==> config.mk <==
export PLATFORM = sky130hd
export DESIGN_NAME = fetch_ctrl
export DESIGN_NICKNAME = d
export VERILOG_FILES = /design/src/rtl/fetch_ctrl_pkg.sv /design/src/rtl/fetch_ctrl_down_counter.sv /design/src/rtl/fetch_ctrl.sv
export SDC_FILE = /design/constraint.sdc
export NUM_CORES = 1
export LEC_CHECK = 0
export ABC_CLOCK_PERIOD_IN_PS = 4820
export CORE_UTILIZATION = 52
export DETAILED_ROUTE_END_ITERATION = 6
export PLACE_DENSITY = 0.86
export SYNTH_ARGS = -nofsm -noshare
export SYNTH_HDL_FRONTEND = slang
export SYNTH_SLANG_ARGS = --single-unit
==> constraint.sdc <==
create_clock -name clk -period 4.82 [get_ports clk]
set_input_delay 1.205 -clock clk [delete_from_list [all_inputs] [get_ports clk]]
set_output_delay 1.205 -clock clk [all_outputs]
set_load 0.03 [all_outputs]
==> src/rtl/fetch_ctrl_pkg.sv <==
// fetch_ctrl_pkg: shared word width, counter width and fetch-controller state encodings
package fetch_ctrl_pkg;
  localparam int WORD_W = 32;
  localparam int SEQ_CW = 16;
  typedef enum logic [2:0] {
    FC_RUN      = 3'd0,
    FC_STALL    = 3'd1,
    FC_REDIRECT = 3'd2,
    FC_FLUSH    = 3'd3,
    FC_DRAIN    = 3'd4,
    FC_HALT     = 3'd5
  } fc_state_e;
endpackage

==> src/rtl/fetch_ctrl_down_counter.sv <==
// fetch_ctrl_down_counter: loadable down counter with zero flag, shared by stall/flush/drain sequencing
module fetch_ctrl_down_counter #(
  parameter int W = 16
) (
  input  logic         clk,
  input  logic         reset,
  input  logic         load_i,
  input  logic         dec_i,
  input  logic [W-1:0] load_val_i,
  output logic         zero_o
);
  logic [W-1:0] cnt_q;
  // load has priority over decrement; decrement stops at zero
  always_ff @(posedge clk) begin
    if (reset) cnt_q <= '0;
    else if (load_i) cnt_q <= load_val_i;
    else if (dec_i && cnt_q != '0) cnt_q <= cnt_q - W'(1);
  end
  assign zero_o = (cnt_q == '0);
endmodule

==> src/rtl/fetch_ctrl.sv <==
// fetch_ctrl: Moore sequencing FSM for PC enable/select, redirect target and IF/ID flush/write controls
module fetch_ctrl
  import fetch_ctrl_pkg::*;
#(
  parameter int FLUSH_DEPTH  = 3,
  parameter int STALL_CYCLES = 1,
  parameter int DRAIN_CYCLES = 4,
  parameter int CNT_W        = 32
) (
  input  logic              clk,
  input  logic              reset,
  input  logic              branch_taken,
  input  logic [WORD_W-1:0] branch_target,
  input  logic              load_use,
  input  logic              halt_req,
  input  logic              resume,
  output logic              pc_write,
  output logic              pc_src,
  output logic [WORD_W-1:0] redirect_pc,
  output logic              ifid_write,
  output logic              ifid_flush,
  output logic              idex_flush,
  output logic              squash_valid,
  output logic              halted,
  output logic [CNT_W-1:0]  stall_count
);
  localparam logic [SEQ_CW-1:0] STALL_LD = SEQ_CW'(STALL_CYCLES - 1);
  localparam logic [SEQ_CW-1:0] DRAIN_LD = SEQ_CW'(DRAIN_CYCLES - 1);
  localparam logic [SEQ_CW-1:0] FLUSH_LD = SEQ_CW'(FLUSH_DEPTH >= 2 ? FLUSH_DEPTH - 2 : 0);

  fc_state_e         state_q, state_d;
  logic [WORD_W-1:0] redirect_pc_q, redirect_pc_d;
  logic [CNT_W-1:0]  stall_count_q;
  logic              cnt_load, cnt_dec, cnt_zero;
  logic [SEQ_CW-1:0] cnt_ld_val;

  fetch_ctrl_down_counter #(.W(SEQ_CW)) u_cnt (
    .clk        (clk),
    .reset      (reset),
    .load_i     (cnt_load),
    .dec_i      (cnt_dec),
    .load_val_i (cnt_ld_val),
    .zero_o     (cnt_zero)
  );

  // next state, counter control and redirect latch; branch > halt > load-use
  always_comb begin
    state_d       = state_q;
    redirect_pc_d = redirect_pc_q;
    cnt_load      = 1'b0;
    cnt_dec       = 1'b0;
    cnt_ld_val    = '0;
    case (state_q)
      FC_RUN: begin
        if (branch_taken) begin
          redirect_pc_d = branch_target;
          state_d       = FC_REDIRECT;
        end else if (halt_req) begin
          cnt_load   = 1'b1;
          cnt_ld_val = DRAIN_LD;
          state_d    = FC_DRAIN;
        end else if (load_use) begin
          cnt_load   = 1'b1;
          cnt_ld_val = STALL_LD;
          state_d    = FC_STALL;
        end
      end
      FC_STALL: begin
        if (branch_taken) begin
          redirect_pc_d = branch_target;
          state_d       = FC_REDIRECT;
        end else if (!cnt_zero) cnt_dec = 1'b1;
        else if (load_use) begin
          cnt_load   = 1'b1;
          cnt_ld_val = STALL_LD;
        end else state_d = FC_RUN;
      end
      FC_REDIRECT: begin
        cnt_load   = 1'b1;
        cnt_ld_val = FLUSH_LD;
        state_d    = (FLUSH_DEPTH <= 1) ? FC_RUN : FC_FLUSH;
      end
      FC_FLUSH: begin
        cnt_dec = 1'b1;
        state_d = cnt_zero ? FC_RUN : FC_FLUSH;
      end
      FC_DRAIN: begin
        if (branch_taken) begin
          redirect_pc_d = branch_target;
          state_d       = FC_REDIRECT;
        end else begin
          cnt_dec = 1'b1;
          state_d = cnt_zero ? FC_HALT : FC_DRAIN;
        end
      end
      FC_HALT: state_d = resume ? FC_RUN : FC_HALT;
      default: state_d = FC_RUN;
    endcase
  end

  // state and redirect target registers
  always_ff @(posedge clk) begin
    if (reset) begin
      state_q       <= FC_RUN;
      redirect_pc_q <= '0;
    end else begin
      state_q       <= state_d;
      redirect_pc_q <= redirect_pc_d;
    end
  end

  // saturating count of non-halt cycles with the PC frozen
  always_ff @(posedge clk) begin
    if (reset) stall_count_q <= '0;
    else if (!pc_write && state_q != FC_HALT && stall_count_q != '1)
      stall_count_q <= stall_count_q + CNT_W'(1);
  end

  assign pc_write     = (state_q == FC_RUN) || (state_q == FC_REDIRECT) || (state_q == FC_FLUSH);
  assign pc_src       = (state_q == FC_REDIRECT);
  assign ifid_write   = (state_q != FC_STALL) && (state_q != FC_HALT);
  assign ifid_flush   = (state_q == FC_REDIRECT) || (state_q == FC_DRAIN);
  assign idex_flush   = (state_q == FC_STALL) || (state_q == FC_REDIRECT);
  assign squash_valid = (state_q != FC_REDIRECT) && (state_q != FC_FLUSH);
  assign halted       = (state_q == FC_HALT);
  assign redirect_pc  = redirect_pc_q;
  assign stall_count  = stall_count_q;
endmodule

==> metrics.cfg, run 1 <==
[outcome]
status = finished, final reports clean

[synthesis]
syn-mean-instance-area_um2 = 8.066
yosys_most_used_dff = dfxtp_1
yosys_register_bits = 83
synth_seq_area_share_pct = 42.39
synth_nets = 527
ys_types = 58
syn_area_um2 = 3920
synth_largest_area_cell = dfxtp_1
synth_top_area_share_pct = 42.39
ys_async_sr_fraction_pct = 0
postSynthCellCount = 486
synth_edf_count = 0
ys_warn_count = 0
ys_top_cells_by_area = dfxtp_1 42%, nand2_1 8.1%, a21oi_1 7.8%

[drt]
via_count = 3940
drt_iter0_drc = 369
post_drt_wl_per_cell_um = 14.51
drc_errors = 0
wirelength_um = 9955
vias_per_cell = 5.743
drtPass1Iterations = 5
detail-route-antenna-nets = 0

[global_route]
grt_pass1_vias = 3622
grt_pass1_wl_um = 15790
grt.total_usage_pct = 25.45
gr-total-overflow = 0
grt_max_degree = 48
antenna_found_initial = 0

[critical_path]
worstSetupStartpointType = flop
crit_chain = and2b_1 -> inv_1 -> a21oi_1 -> clkdlybuf4s50_1
critPathTopFamily = buffers and inverters
cp.buffers_inverters = 2
required_ps = 3620
cp_slowest_cell = clkdlybuf4s50_1
end_kind = output pin
cpPeakStageDelay_ps = 730
cp_max_fo = 11
worst_ep_arrival_time_ps = 2120
crit_type = flop to output pin

[cells_and_area]
areaGrowthSynthToFinish_pct = 33.51
final_util_pct = 72.16
final_common_cell = clkdlybuf4s50_1
n_fill_cell = 562
final_cells = 686
nets = 623
diodes = 0
layout-drive-gt1-share_pct = 5.451
mostFrequentLayoutCells = 107 x clkdlybuf4s50_1, 85 x nand2_1, 83 x dfxtp_1, 60 x a21oi_1, 37 x nor2_1

[timing]
hold_violations = 0
drv_slew = 0
min_period_ps = 3324
fin_ws_ps = 1496
fin_setup_tns_ps = 0
tightest_slew_ps = 1117
rsz0062_at_grt = false
max_freq_mhz = 300.9
setup_violations = 0
fin_worst_skew_ps = 10.32
fin_crit_sh_pct = 68.96
slew_headroom_pct = 24.85

[place]
dp_worst_setup_slack_ps = 1562
place_inst = 670
routabilityCongestion = 0.8474
dp_hpwl_um = 6933
portBuffers = 108

[run]
maxCapViolCount = 0

[die]
die_area_um2 = 7890
die_w_um = 88.83
top_level_ports = 109
core_region_area_um2 = 7253
start_util_pct = 54.05
die_y_um = 88.83
rows = 31

[pwr]
p_total_mw = 2.048
static-leakage-power_nw = 1.777
powerDensity_nw_per_um2 = 391.4
vdd_drop_max_uv = 252.1

[clock_tree]
numClockSinks = 83
cts-resized-gates = 0
cts.clk_slew.worst_paths_ps = 80
htreeDepth = 3
cts_hold_buf = 0
clockBufferDepth = 2
tritoncts = done
cts_setup_buffers = 0
clk_latency_ps = 350
clock-root-buffer = clkbuf_8
cts_buffers = 9

[min_path]
hp-class = flop to flop

[report_power, final]
part | total, mW | leakage (nW) | switching (mW) | internal, mW
clock | 0.516 | 0.0922 | 0.260 | 0.256
combinational | 0.722 | 1.01 | 0.435 | 0.286
sequential | 0.811 | 0.675 | 0.0659 | 0.745
[per-layer routing]
layer | share of wire (%) | global-route usage [%] | vias to the layer above | routed length, um
met2 | 48 | 43.08 | 149 | 4736
met1 | 42 | 29.91 | 1826 | 4229
met5 | 0 | 0 | - | 0
met3 | 8.1 | 9.049 | 17 | 807
li1 | - | - | 1948 | -
met4 | 1.8 | 8.651 | 0 | 182
[path summary, 6_finish.rpt]
check | startpoint | endpoint | slack [ps] | cells past startpoint
min reg2reg | redirect_pc[9] | redirect_pc[9] | 460 | 2
max reg2reg | u_cnt.cnt_q[11] | u_cnt.cnt_q[10] | 2130 | 5
max | state_q[0] | idex_flush | 1500 | 4
min | redirect_pc[9] | redirect_pc[9] | 460 | 2
[registers in the layout, indices dropped and copies added, names as in the netlist]
signal       flops
stall_count     32
redirect_pc     32
state_q          3
u_cnt.cnt_q     16
[cell type report]
class | instances | area [um2] | area share (%)
clock inverter | 5 | 61.31 | 1.171
inverter | 11 | 41.29 | 0.7889
timing repair buffer | 111 | 1099 | 20.99
tap | 99 | 123.9 | 2.367
multi-input combinational | 366 | 2106 | 40.23
clock buffer | 11 | 141.4 | 2.701
sequential | 83 | 1662 | 31.75
[cell usage after synthesis, drive strengths merged (9+ instances only)]
| cell type | n |
|---|---|
| nand3 | 16 |
| nor2 | 37 |
| xnor2 | 9 |
| o21ai | 16 |
| nand4 | 16 |
| o31ai | 14 |
| xor2 | 11 |
| nand2 | 85 |
| clkbuf | 21 |
| a21oi | 61 |
| or3 | 9 |
| dfxtp | 83 |
| inv | 11 |
| or4 | 13 |
[kinds of logic after synthesis]
group / count (synthesis) / share of synthesized area, %
AND/OR/NAND/NOR: 223 / 29.05
AO/OA/AOI/OAI: 116 / 18.03
flip-flops: 83 / 42.39
buffers and inverters: 37 / 3.990
XOR/XNOR: 20 / 4.469
multiplexers: 4 / 1.117
adder cells (fa/ha/maj): 3 / 0.9577
[tightest hold or removal path, delay by kind of cell (launching register included)]
kind,cells,cell delay [ps]
flip-flops,1,310
AND/OR/NAND/NOR,1,50
AO/OA/AOI/OAI,1,50
[metrics by stage]
| step | hold WS (ps) | area (um2) |
|---|---|---|
| floorplan | 451.5 | 3920 |
| global placement | 441.0 | 5031 |
| detailed placement | 446.1 | 5031 |
| CTS | 457.7 | 5234 |
| global route | 473.3 | 5234 |
| finish | 456.0 | 5234 |
Note: power is estimated with default switching activity, not from simulation.
==> inputs of run 2 (changes only) <==
--- a/config.mk
+++ b/config.mk
@@ -5,10 +5,10 @@
 export SDC_FILE = /design/constraint.sdc
 export NUM_CORES = 1
 export LEC_CHECK = 0
-export ABC_CLOCK_PERIOD_IN_PS = 4820
-export CORE_UTILIZATION = 52
+export ABC_CLOCK_PERIOD_IN_PS = 3250
+export CORE_UTILIZATION = 48
 export DETAILED_ROUTE_END_ITERATION = 6
-export PLACE_DENSITY = 0.86
+export PLACE_DENSITY = 0.8
 export SYNTH_ARGS = -nofsm -noshare
 export SYNTH_HDL_FRONTEND = slang
 export SYNTH_SLANG_ARGS = --single-unit
==> constraint.sdc (replaced) <==
create_clock -name clk -period 3.25 [get_ports clk]
set_input_delay 0.8125 -clock clk [delete_from_list [all_inputs] [get_ports clk]]
set_output_delay 0.8125 -clock clk [all_outputs]
set_load 0.03 [all_outputs]
==> run 2 against run 1 <==
First-iteration DRC count shrank 40%. Critical endpoint unchanged. Clock power grew 46%. Final cell count grew 1.0%. Hold slack gained 0.52 ps. Sequential share of layout area shrank 0.26 points. Die area grew 8.1%.
==> metrics.cfg, run 2 (synthesized netlist as in run 1, its figures left out) <==
[outcome]
status = finished, final reports clean

[place]
place_inst = 677  ; +1.0%
post_dp_cell_area_um2 = 5077  ; +0.92%
dp_worst_setup_slack_ps = 379.4  ; -1183 ps
dp_hpwl_um = 6927  ; about the same
portBuffers = 108  ; unchanged
routabilityCongestion = 0.8572  ; +1.2%

[timing]
fin_setup_tns_ps = 0  ; unchanged
whs_ps = 456.5  ; +0.5170 ps
setup_violations = 0  ; unchanged
hold_violations = 0  ; unchanged
tightest_slew_ps = 1021  ; -95.89 ps
drv_slew = 0  ; unchanged
min_period_ps = 2940
fin_worst_skew_ps = 9.562  ; -0.7591 ps
max_freq_mhz = 340.1
rsz0062_at_grt = false
fin_ws_ps = 309.9  ; -1186 ps
slew_headroom_pct = 31.93  ; +7.1 points
fin_crit_sh_pct = 90.47

[cells_and_area]
diodes = 0  ; unchanged
n_fill_cell = 637  ; +13%
nets = 627  ; +0.64%
final_cell_area_um2 = 5278  ; +0.84%
areaGrowthSynthToFinish_pct = 34.63
mostFrequentLayoutCells = 107 x clkdlybuf4s50_1, 85 x nand2_1, 83 x dfxtp_1, 60 x a21oi_1, 37 x nor2_1
layout-drive-gt1-share_pct = 6.261  ; +0.81 points
final_common_cell = clkdlybuf4s50_1
final_util_pct = 67.60  ; -4.6 points
final_cells = 693  ; +1.0%

[critical_path]
cp_max_fo = 11  ; unchanged
worst_ep_arrival_time_ps = 2130  ; about the same
required_ps = 2440  ; -1180 ps
r2r.worst_path.cells = 5  ; unchanged
worstReg2RegEnd = stall_count[30]
r2r_start = stall_count[8]
ff2ff_setup_slack_ps = 720  ; -1410 ps
end_kind = output pin
worstSetupStartpointType = flop
crit_type = flop to output pin

[drt]
detail-route-antenna-nets = 0  ; unchanged
via_count = 3921  ; -0.48%
drtPass1Iterations = 5  ; unchanged
drc_errors = 0  ; unchanged
post_drt_wl_per_cell_um = 13.97  ; -3.7%
wirelength_um = 9682  ; -2.7%
vias_per_cell = 5.658  ; -1.5%
drt_iter0_drc = 221  ; -40%

[global_route]
grt_pass1_wl_um = 16450  ; +4.1%
grt.total_usage_pct = 23.41  ; -2.0 points
grt_max_degree = 51  ; +6.3%
gr-total-overflow = 0  ; unchanged
antenna_found_initial = 0  ; unchanged
grt_pass1_vias = 3622  ; unchanged

[clock_tree]
cts-resized-gates = 0  ; unchanged
cts_buffers = 9  ; unchanged
numClockSinks = 83  ; unchanged
clk_latency_ps = 350  ; about the same
clock-root-buffer = clkbuf_8
cts.clk_slew.worst_paths_ps = 90  ; about the same
cts_hold_buf = 0  ; unchanged
htreeDepth = 3  ; unchanged
cts_setup_buffers = 0  ; unchanged
tritoncts = done
clockBufferDepth = 2  ; unchanged

[min_path]
hold_start = redirect_pc[18]
hp-class = flop to flop
whs_path_depth = 2  ; unchanged
hold_path_end = redirect_pc[18]

[die]
start_util_pct = 50.21  ; -3.8 points
rows = 32  ; +3.2%
die_w_um = 92.37  ; +4.0%
core_region_area_um2 = 7807  ; +7.6%
top_level_ports = 109  ; unchanged
die_y_um = 92.37  ; +4.0%
die_area_um2 = 8532  ; +8.1%

[run]
maxCapViolCount = 0  ; unchanged

[pwr]
p_total_mw = 3.044  ; +49%
powerDensity_nw_per_um2 = 576.8  ; +47%
vdd_drop_max_uv = 328.1  ; +30%
static-leakage-power_nw = 1.806  ; +1.6%

[run 2: how the worst max path moves through the flow]
| stage | startpoint | to | slack [ps] |
|---|---|---|---|
| floorplan | stall_count[8] | stall_count[30] | 900 |
| global placement | branch_taken | u_cnt.cnt_q[9] | 450 |
| detailed placement | branch_taken | u_cnt.cnt_q[13] | 380 |
| CTS | state_q[0] | idex_flush | 320 |
| global route | state_q[2] | ifid_flush | 170 |
| finish | state_q[0] | idex_flush | 310 |
[run 2: layer usage]
metal  track usage [%]  up-vias  routed length [um]
met1             29.42     1841                4260
met3             8.292        8                 740
li1                  -     1955                   -
met2             38.33      117                4597
met5                 0        -                   0
met4             5.469        0                  85
[run 2: report_power, final]
| group | internal, mW | total, mW | switching [mW] |
|---|---|---|---|
| Sequential | 1.10 | 1.20 | 0.0937 |
| Combinational | 0.450 | 1.09 | 0.645 |
| Clock | 0.359 | 0.752 | 0.393 |
[run 2: worst max-delay path: stages, from the launching register on]
cell and delay (ps):
dfxtp_1 540, and2b_1 280, inv_1 100, a21oi_1 150, clkdlybuf4s50_1 710
[run 2: area by class of cell]
| cell class | count | area (um2) | area share, % |
|---|---|---|---|
| flip-flops and latches | 83 | 1662 | 31.48 |
| well taps | 102 | 127.6 | 2.418 |
| repair buffers | 115 | 1141 | 21.62 |
| clock inverters | 7 | 76.32 | 1.446 |
| clock buffers | 9 | 123.9 | 2.347 |
| multi-input cells | 366 | 2106 | 39.90 |
| inverters | 11 | 41.29 | 0.7824 |
